`config.mk`:
```
export PLATFORM = sky130hd
export DESIGN_NAME = axi4_mem_test_scheduler
export DESIGN_NICKNAME = d
export VERILOG_FILES = /design/src/rtl/axi4_mem_test_scheduler.sv
export SDC_FILE = /design/constraint.sdc
export NUM_CORES = 1
export LEC_CHECK = 0
export BUFFER_PORTS_ARGS = -buffer_cell sky130_fd_sc_hd__buf_2
export CORE_AREA = 2 2 233 235
export DETAILED_ROUTE_END_ITERATION = 8
export DIE_AREA = 0 0 235 237
export GPL_ROUTABILITY_DRIVEN = 0
export GPL_TIMING_DRIVEN = 1
export PLACE_DENSITY_LB_ADDON = 0.15
export SYNTH_ARGS = -nofsm -noshare
export SYNTH_HDL_FRONTEND = slang
export SYNTH_SLANG_ARGS = --single-unit
export TNS_END_PERCENT = 30
```
`constraint.sdc`:
```
create_clock -name iCLK -period 7.5 [get_ports iCLK]
set_input_delay 0.375 -clock iCLK [delete_from_list [all_inputs] [get_ports iCLK]]
set_output_delay 0.375 -clock iCLK [all_outputs]
set_load 0.01 [all_outputs]
```
`src/rtl/axi4_mem_test_scheduler.sv`:
```
// axi4_mem_test_scheduler
// Runs one LPDDR4 memory-test pass per start: a write phase through the AXI4
// write sequencer, then a read-back phase through the AXI4 read sequencer.
// Every read beat is compared against the seed-derived pattern. Pass, fail,
// timeout, error count and first-failure status are accumulated for the ILA and LEDs.
// Ports:
//   iCLK, iRST                 clock, asynchronous active-high reset
//   iStart, iStop, iLoop       control levels (rising iStart starts a pass)
//   iSeed                      pattern seed, captured when a pass starts
//   oWrEnable, iWrBurstDone    write sequencer enable / burst-complete pulse
//   oRdEnable, iRdata, iRvalid read sequencer enable / beat data / beat strobe
//   oBusy, oPass, oFail, oTimeout, oErrCount, oPassCount, oFirstErrBeat  status
module axi4_mem_test_scheduler #(
  parameter int pAxi4BusWidth = 512,
  parameter int pDataBitWidth = 16,
  parameter int pDdrBurstSize = 16,
  parameter int pBurstCount   = 1024,
  parameter int pTimeout      = 65535
) (
  input  logic                     iCLK,
  input  logic                     iRST,
  input  logic                     iStart,
  input  logic                     iStop,
  input  logic                     iLoop,
  input  logic [pDataBitWidth-1:0] iSeed,
  output logic                     oWrEnable,
  input  logic                     iWrBurstDone,
  output logic                     oRdEnable,
  input  logic [pAxi4BusWidth-1:0] iRdata,
  input  logic                     iRvalid,
  output logic                     oBusy,
  output logic                     oPass,
  output logic                     oFail,
  output logic                     oTimeout,
  output logic [15:0]              oErrCount,
  output logic [15:0]              oPassCount,
  output logic [31:0]              oFirstErrBeat
);

  localparam int          cLanes       = pAxi4BusWidth / pDataBitWidth;
  localparam logic [15:0] cLastBurst   = 16'(pBurstCount - 1);
  localparam logic [31:0] cLastBeat    = 32'(pBurstCount * pDdrBurstSize - 1);
  localparam logic [15:0] cLastInBurst = 16'(pDdrBurstSize - 1);
  localparam logic [19:0] cWdLast      = 20'(pTimeout - 1);

  typedef enum logic [2:0] {
    ST_IDLE  = 3'd0,
    ST_WR    = 3'd1,
    ST_RD    = 3'd2,
    ST_CHK   = 3'd3,
    ST_DRAIN = 3'd4,
    ST_DONE  = 3'd5
  } state_t;

  state_t                   state_r, next_state_s;
  logic                     start_d_r, start_rise_s;
  logic [pDataBitWidth-1:0] seed_r, expected_s;
  logic [15:0]              burst_cnt_r, beat_in_burst_r;
  logic [31:0]              beat_cnt_r;
  logic [19:0]              wd_cnt_r;
  logic                     wd_expire_s, chk_cnt_r, drain_from_rd_r;
  logic                     capture_seed_s, clear_status_s, set_pass_s, set_fail_s, set_timeout_s;
  logic                     load_drain_s, drain_rd_s, mismatch_s;
  logic                     mis_valid_r, mismatch_r;
  logic [31:0]              mis_beat_r;
  logic                     wr_en_r, rd_en_r, busy_r, pass_r, fail_r, timeout_r;
  logic [15:0]              err_cnt_r, pass_cnt_r;
  logic [31:0]              first_err_r;

  assign start_rise_s = iStart & ~start_d_r;
  // A burst or beat in the expiry cycle counts as activity, so it always wins.
  assign wd_expire_s  = (wd_cnt_r == cWdLast) & ~iWrBurstDone & ~iRvalid;
  assign expected_s   = seed_r + beat_cnt_r[pDataBitWidth-1:0];

  // Lane-wise compare of the current read beat against the expected pattern.
  always_comb begin
    mismatch_s = 1'b0;
    for (int i = 0; i < cLanes; i++) begin
      if (iRdata[i*pDataBitWidth +: pDataBitWidth] != expected_s) begin
        mismatch_s = 1'b1;
      end else begin
        mismatch_s = mismatch_s;
      end
    end
  end

  // Next-state and one-cycle control strobes.
  always_comb begin
    next_state_s   = state_r;
    capture_seed_s = 1'b0;
    clear_status_s = 1'b0;
    set_pass_s     = 1'b0;
    set_fail_s     = 1'b0;
    set_timeout_s  = 1'b0;
    load_drain_s   = 1'b0;
    drain_rd_s     = 1'b0;
    case (state_r)
      ST_IDLE, ST_DONE: begin
        // iStop outranks iStart in the same cycle.
        if (start_rise_s && !iStop) begin
          next_state_s   = ST_WR;
          capture_seed_s = 1'b1;
          clear_status_s = 1'b1;
        end else begin
          next_state_s = state_r;
        end
      end
      ST_WR: begin
        if (iStop) begin
          next_state_s = ST_DRAIN;
          load_drain_s = 1'b1;
          drain_rd_s   = 1'b0;
        end else if (iWrBurstDone && (burst_cnt_r == cLastBurst)) begin
          next_state_s = ST_RD;
        end else if (wd_expire_s) begin
          next_state_s  = ST_DONE;
          set_fail_s    = 1'b1;
          set_timeout_s = 1'b1;
        end else begin
          next_state_s = ST_WR;
        end
      end
      ST_RD: begin
        if (iStop) begin
          next_state_s = ST_DRAIN;
          load_drain_s = 1'b1;
          drain_rd_s   = 1'b1;
        end else if (iRvalid && (beat_cnt_r == cLastBeat)) begin
          next_state_s = ST_CHK;
        end else if (wd_expire_s) begin
          next_state_s  = ST_DONE;
          set_fail_s    = 1'b1;
          set_timeout_s = 1'b1;
        end else begin
          next_state_s = ST_RD;
        end
      end
      ST_CHK: begin
        // Second CHK cycle: the compare pipeline has fully drained into err_cnt_r.
        if (chk_cnt_r) begin
          if (err_cnt_r == 16'd0) begin
            set_pass_s = 1'b1;
            if (iLoop) begin
              next_state_s   = ST_WR;
              capture_seed_s = 1'b1;
            end else begin
              next_state_s = ST_DONE;
            end
          end else begin
            set_fail_s   = 1'b1;
            next_state_s = ST_DONE;
          end
        end else begin
          next_state_s = ST_CHK;
        end
      end
      ST_DRAIN: begin
        if (drain_from_rd_r ? (iRvalid && (beat_in_burst_r == cLastInBurst)) : iWrBurstDone) begin
          next_state_s = ST_IDLE;
        end else if (wd_expire_s) begin
          next_state_s = ST_IDLE;
        end else begin
          next_state_s = ST_DRAIN;
        end
      end
      default: begin
        next_state_s = ST_IDLE;
      end
    endcase
  end

  // State register, start-edge detector, registered enables and seed capture.
  always_ff @(posedge iCLK or posedge iRST) begin
    if (iRST) begin
      state_r         <= ST_IDLE;
      start_d_r       <= 1'b0;
      seed_r          <= '0;
      drain_from_rd_r <= 1'b0;
      wr_en_r         <= 1'b0;
      rd_en_r         <= 1'b0;
      busy_r          <= 1'b0;
    end else begin
      state_r   <= next_state_s;
      start_d_r <= iStart;
      if (capture_seed_s) seed_r <= iSeed;
      if (load_drain_s) drain_from_rd_r <= drain_rd_s;
      wr_en_r <= (next_state_s == ST_WR);
      rd_en_r <= (next_state_s == ST_RD);
      busy_r  <= (next_state_s != ST_IDLE) && (next_state_s != ST_DONE);
    end
  end

  // Burst, beat, watchdog and CHK-wait counters.
  always_ff @(posedge iCLK or posedge iRST) begin
    if (iRST) begin
      burst_cnt_r     <= 16'd0;
      beat_cnt_r      <= 32'd0;
      beat_in_burst_r <= 16'd0;
      wd_cnt_r        <= 20'd0;
      chk_cnt_r       <= 1'b0;
    end else begin
      if (next_state_s == ST_WR && state_r != ST_WR) begin
        burst_cnt_r     <= 16'd0;
        beat_cnt_r      <= 32'd0;
        beat_in_burst_r <= 16'd0;
      end else begin
        if (state_r == ST_WR && iWrBurstDone) begin
          burst_cnt_r <= (burst_cnt_r == cLastBurst) ? 16'd0 : burst_cnt_r + 16'd1;
        end
        // Beats are still tracked while draining so the burst boundary is visible.
        if ((state_r == ST_RD || (state_r == ST_DRAIN && drain_from_rd_r)) && iRvalid) begin
          beat_cnt_r      <= beat_cnt_r + 32'd1;
          beat_in_burst_r <= (beat_in_burst_r == cLastInBurst) ? 16'd0 : beat_in_burst_r + 16'd1;
        end
      end
      if ((next_state_s != state_r) || iWrBurstDone || iRvalid) begin
        wd_cnt_r <= 20'd0;
      end else if (state_r == ST_WR || state_r == ST_RD || state_r == ST_DRAIN) begin
        wd_cnt_r <= wd_cnt_r + 20'd1;
      end
      chk_cnt_r <= (state_r == ST_CHK) ? ~chk_cnt_r : 1'b0;
    end
  end

  // Compare pipeline stage 1 and accumulated status.
  always_ff @(posedge iCLK or posedge iRST) begin
    if (iRST) begin
      mis_valid_r <= 1'b0;
      mismatch_r  <= 1'b0;
      mis_beat_r  <= 32'd0;
      pass_r      <= 1'b0;
      fail_r      <= 1'b0;
      timeout_r   <= 1'b0;
      err_cnt_r   <= 16'd0;
      first_err_r <= 32'd0;
      pass_cnt_r  <= 16'd0;
    end else begin
      mis_valid_r <= (state_r == ST_RD) && iRvalid;
      mismatch_r  <= mismatch_s;
      mis_beat_r  <= beat_cnt_r;
      if (clear_status_s) begin
        pass_r      <= 1'b0;
        fail_r      <= 1'b0;
        timeout_r   <= 1'b0;
        err_cnt_r   <= 16'd0;
        first_err_r <= 32'd0;
      end else begin
        if (mis_valid_r && mismatch_r) begin
          if (err_cnt_r == 16'd0) first_err_r <= mis_beat_r;
          if (err_cnt_r != 16'hFFFF) err_cnt_r <= err_cnt_r + 16'd1;
        end
        if (set_pass_s) pass_r <= 1'b1;
        if (set_fail_s) fail_r <= 1'b1;
        if (set_timeout_s) timeout_r <= 1'b1;
      end
      if (set_pass_s) pass_cnt_r <= pass_cnt_r + 16'd1;
    end
  end

  assign oWrEnable     = wr_en_r;
  assign oRdEnable     = rd_en_r;
  assign oBusy         = busy_r;
  assign oPass         = pass_r;
  assign oFail         = fail_r;
  assign oTimeout      = timeout_r;
  assign oErrCount     = err_cnt_r;
  assign oPassCount    = pass_cnt_r;
  assign oFirstErrBeat = first_err_r;

endmodule

```
==> flow_summary_export.csv <==
group,metric,value,unit
status,status,"finished clean",
route,routedWlPerCell,21.8,um
grt,use_met3,0.0480,
critical_path,worst-setup-path-type,"register to register",
floorplan,row_count,85,
cells_and_area,fillers,5713,
cts,post_cts_resized,0,
grt,grt_max_degree,108,
power,clkPwrFrac,0.347,
floorplan,die-area,0.0557,sq mm
run,cap_violations,0,
timing,final.min_clock_period,3.97,ns
synth,synth_area_leaders,"dfrtp_1, nand4_1, nor4_1",
cts,clockBufferDepth,3,
critical_path,startpoint,"beat_cnt_r[0]",
route,finalWirelength,59900,um
synth,synth_area,0.0125,sq mm
synth,yosys.area.top_type,"dfrtp_1",
timing,slew_violations,0,
placed_design,placed_cell_area,0.0163,sq mm
power,p_total,3.20,mW
cts,htreeDepth,1,
synth,synth_edf_count,0,
cts,cts_setup_buffers,0,
floorplan,ios,605,
cells_and_area,drive_gt1_frac,0.331,
route,firstDrtPassIters,5,
hold_path,hp-class,"input port to async pin",
grt,met2_usage,0.332,
critical_path,rr_worst_depth,12,
timing,final.setup.tns,0,ns
synth,yosys_warnings,0,
floorplan,core_area,0.0533,sq mm
synth,synth.most_common_cell,"dfrtp_1",
critical_path,r2r_setup_slack,3.53,ns
timing,rsz0062_at_grt,"no",
power,combPwrFrac,0.260,
route,route.detailed.drc,0,
cts,hold_buffers,1,
grt,grt_use_total,0.206,
grt,globalRouteOverflowTotal,0,
critical_path,cp-end-kind,"register",
power,seqPwrFrac,0.394,
timing,skew,0.0155,ns
timing,tightest_slew,0.837,ns
timing,fmax,0.252,GHz
route,ant_nets,0,
synth,synth_top_cell_area_share,0.420,
synth,ys_seq_area_frac,0.420,
cts,clk_latency,0.51,ns
synth,async_reset_ff_frac,1.00,
critical_path,r2r_end,"mismatch_r",
grt,grt_pass1_wl,86700,um
timing,slew_headroom,0.437,
cells_and_area,final_area,0.0171,sq mm
synth,ys_ff_latch,210,
placed_design,io_buffer_count,604,
grt,gr-max-usage-layer,"met2",
grt,grt.met1_usage,0.263,
cts,cts_tree,"yes",
cells_and_area,syn_to_final_growth,36.7,%
critical_path,r2r-start,"beat_cnt_r[0]",
floorplan,start_util,0.235,
cts,path_clk_slew,0.06,ns
power,p_per_area,187,mW/mm^2
floorplan,fp.dieH,237,um
power,switching_power,1.03,mW
critical_path,cp.required,7.85,ns
synth,syn_area_per_cell,8.86,sq um
floorplan,chipWidth,235,um
placed_design,place_hpwl,50700,um
synth,synthDistinctLibCells,72,
cts,root_buffer,"clkbuf_16",
power,leakage,7.85,nW
power,vdd_drop_max,0.133,mV
cells_and_area,nets,2576,
timing,hold_viol_final,0,
synth,synth_flop_cell,"dfrtp_1",
timing,setup_violations,0,
power,intPower,2.18,mW
critical_path,critPathLaunchType,"register",
synth,syn_nets,1971,
critical_path,critPathMaxFanout,16,
route,vias_per_cell,5.06,
cts,cts.sinks,210,
synth,syn-instance-count,1412,
power,p_sw_frac,0.320,
route,vias,13900,
cts,cts_inserted_buffers,25,
grt,antenna_found_initial,56,
timing,post-route-period-util,0.529,
synth,synthTopCellsByCount,"dfrtp_1, nand2_1, nor2_1, nand4_1, nor4_1",
route,drtIter0Drc,822,
critical_path,cp.arrival,4.32,ns
grt,grt_pass1_vias,13600,
[state kept, by name, indices dropped and copies added, names as in the netlist, 3 cells and up]
| register | count |
|---|---|
| beat_cnt_r | 32 |
| mis_beat_r | 32 |
| oFirstErrBeat | 32 |
| wd_cnt_r | 20 |
| beat_in_burst_r | 16 |
| burst_cnt_r | 16 |
| oErrCount | 16 |
| oPassCount | 16 |
| seed_r | 16 |
| state_r | 3 |
[worst max-delay path, cell delays in order (launching register included)]
cell,delay (ns)
dfrtp_1,0.43
ha_1,0.20
inv_1,0.06
fa_1,0.93
nand2b_1,0.11
nor4_1,0.26
o22ai_1,0.14
nor4_1,0.27
o2111ai_1,0.31
a2111oi_2,0.36
o2111ai_1,0.22
nor4_1,0.33
o2111ai_1,0.16
[power groups by stage]
stage          clock [mW]  combinational (mW)  sequential (mW)
2_1_floorplan           0               0.497             1.27
3_3_place_gp            0               0.826             1.28
3_5_place_dp            0               0.835             1.28
4_1_cts              1.15               0.841             1.26
5_1_grt              1.20               0.921             1.27
6_report             1.11               0.832             1.26
[cell families after synthesis]
group | share of synthesized area
buffers and inverters | 0.0209
adder cells (fa/ha/maj) | 0.0246
AO/OA/AOI/OAI | 0.0761
multiplexers | 0.0281
AND/OR/NAND/NOR | 0.349
flip-flops | 0.420
XOR/XNOR | 0.0812
[cells in the final DEF, fill, tap and decap left out, drive strengths merged, types with 24 or more instances in the layout]
cell type  count
buf          610
dfrtp        210
nand2        170
nor2         158
nand4        156
nor4         144
xor2          68
a21oi         64
xnor2         48
nand3         47
nor3          42
clkbuf        37
diode         26
and3          25
inv           24
[worst max path at each step]
stage                    end  slack (ns)  cells after the start
2_1_floorplan  beat_cnt_r[0]        1.39                      1
3_5_place_dp      mismatch_r        3.43                     12
5_1_grt           mismatch_r        3.09                     12
4_1_cts           mismatch_r        3.40                     12
3_3_place_gp      mismatch_r        3.61                     12
6_report          mismatch_r        3.53                     12
[layer usage]
metal / routed length [um] / up-vias
met5: 68 / -
met4: 2600 / 12
met3: 4780 / 147
met2: 27300 / 683
met1: 25200 / 6549
li1: - / 6552
[per-stage QoR]
step	worst slack [ns]	instances	util	hold slack, ns
detailed placement	3.43	2685	0.306	0.427
CTS	3.40	2727	0.320	0.0424
global route	3.09	2741	0.320	0.0622
global placement	3.61	2685	0.306	0.419
finish	3.53	2753	0.321	0.00568
floorplan	1.39	1412	-	0.349
[layout make-up]
type | count | area (sq um) | share of cell area
Multi-Input combinational cell | 1146 | 7010 | 0.410
Sequential cell | 210 | 5260 | 0.307
Timing Repair Buffer | 611 | 3080 | 0.180
Tap cell | 696 | 871 | 0.0509
Clock buffer | 37 | 711 | 0.0415
Inverter | 23 | 93.8 | 0.00549
Antenna cell | 26 | 65.1 | 0.00380
Clock inverter | 4 | 23.8 | 0.00139
Power figures use the tool's default switching activity.
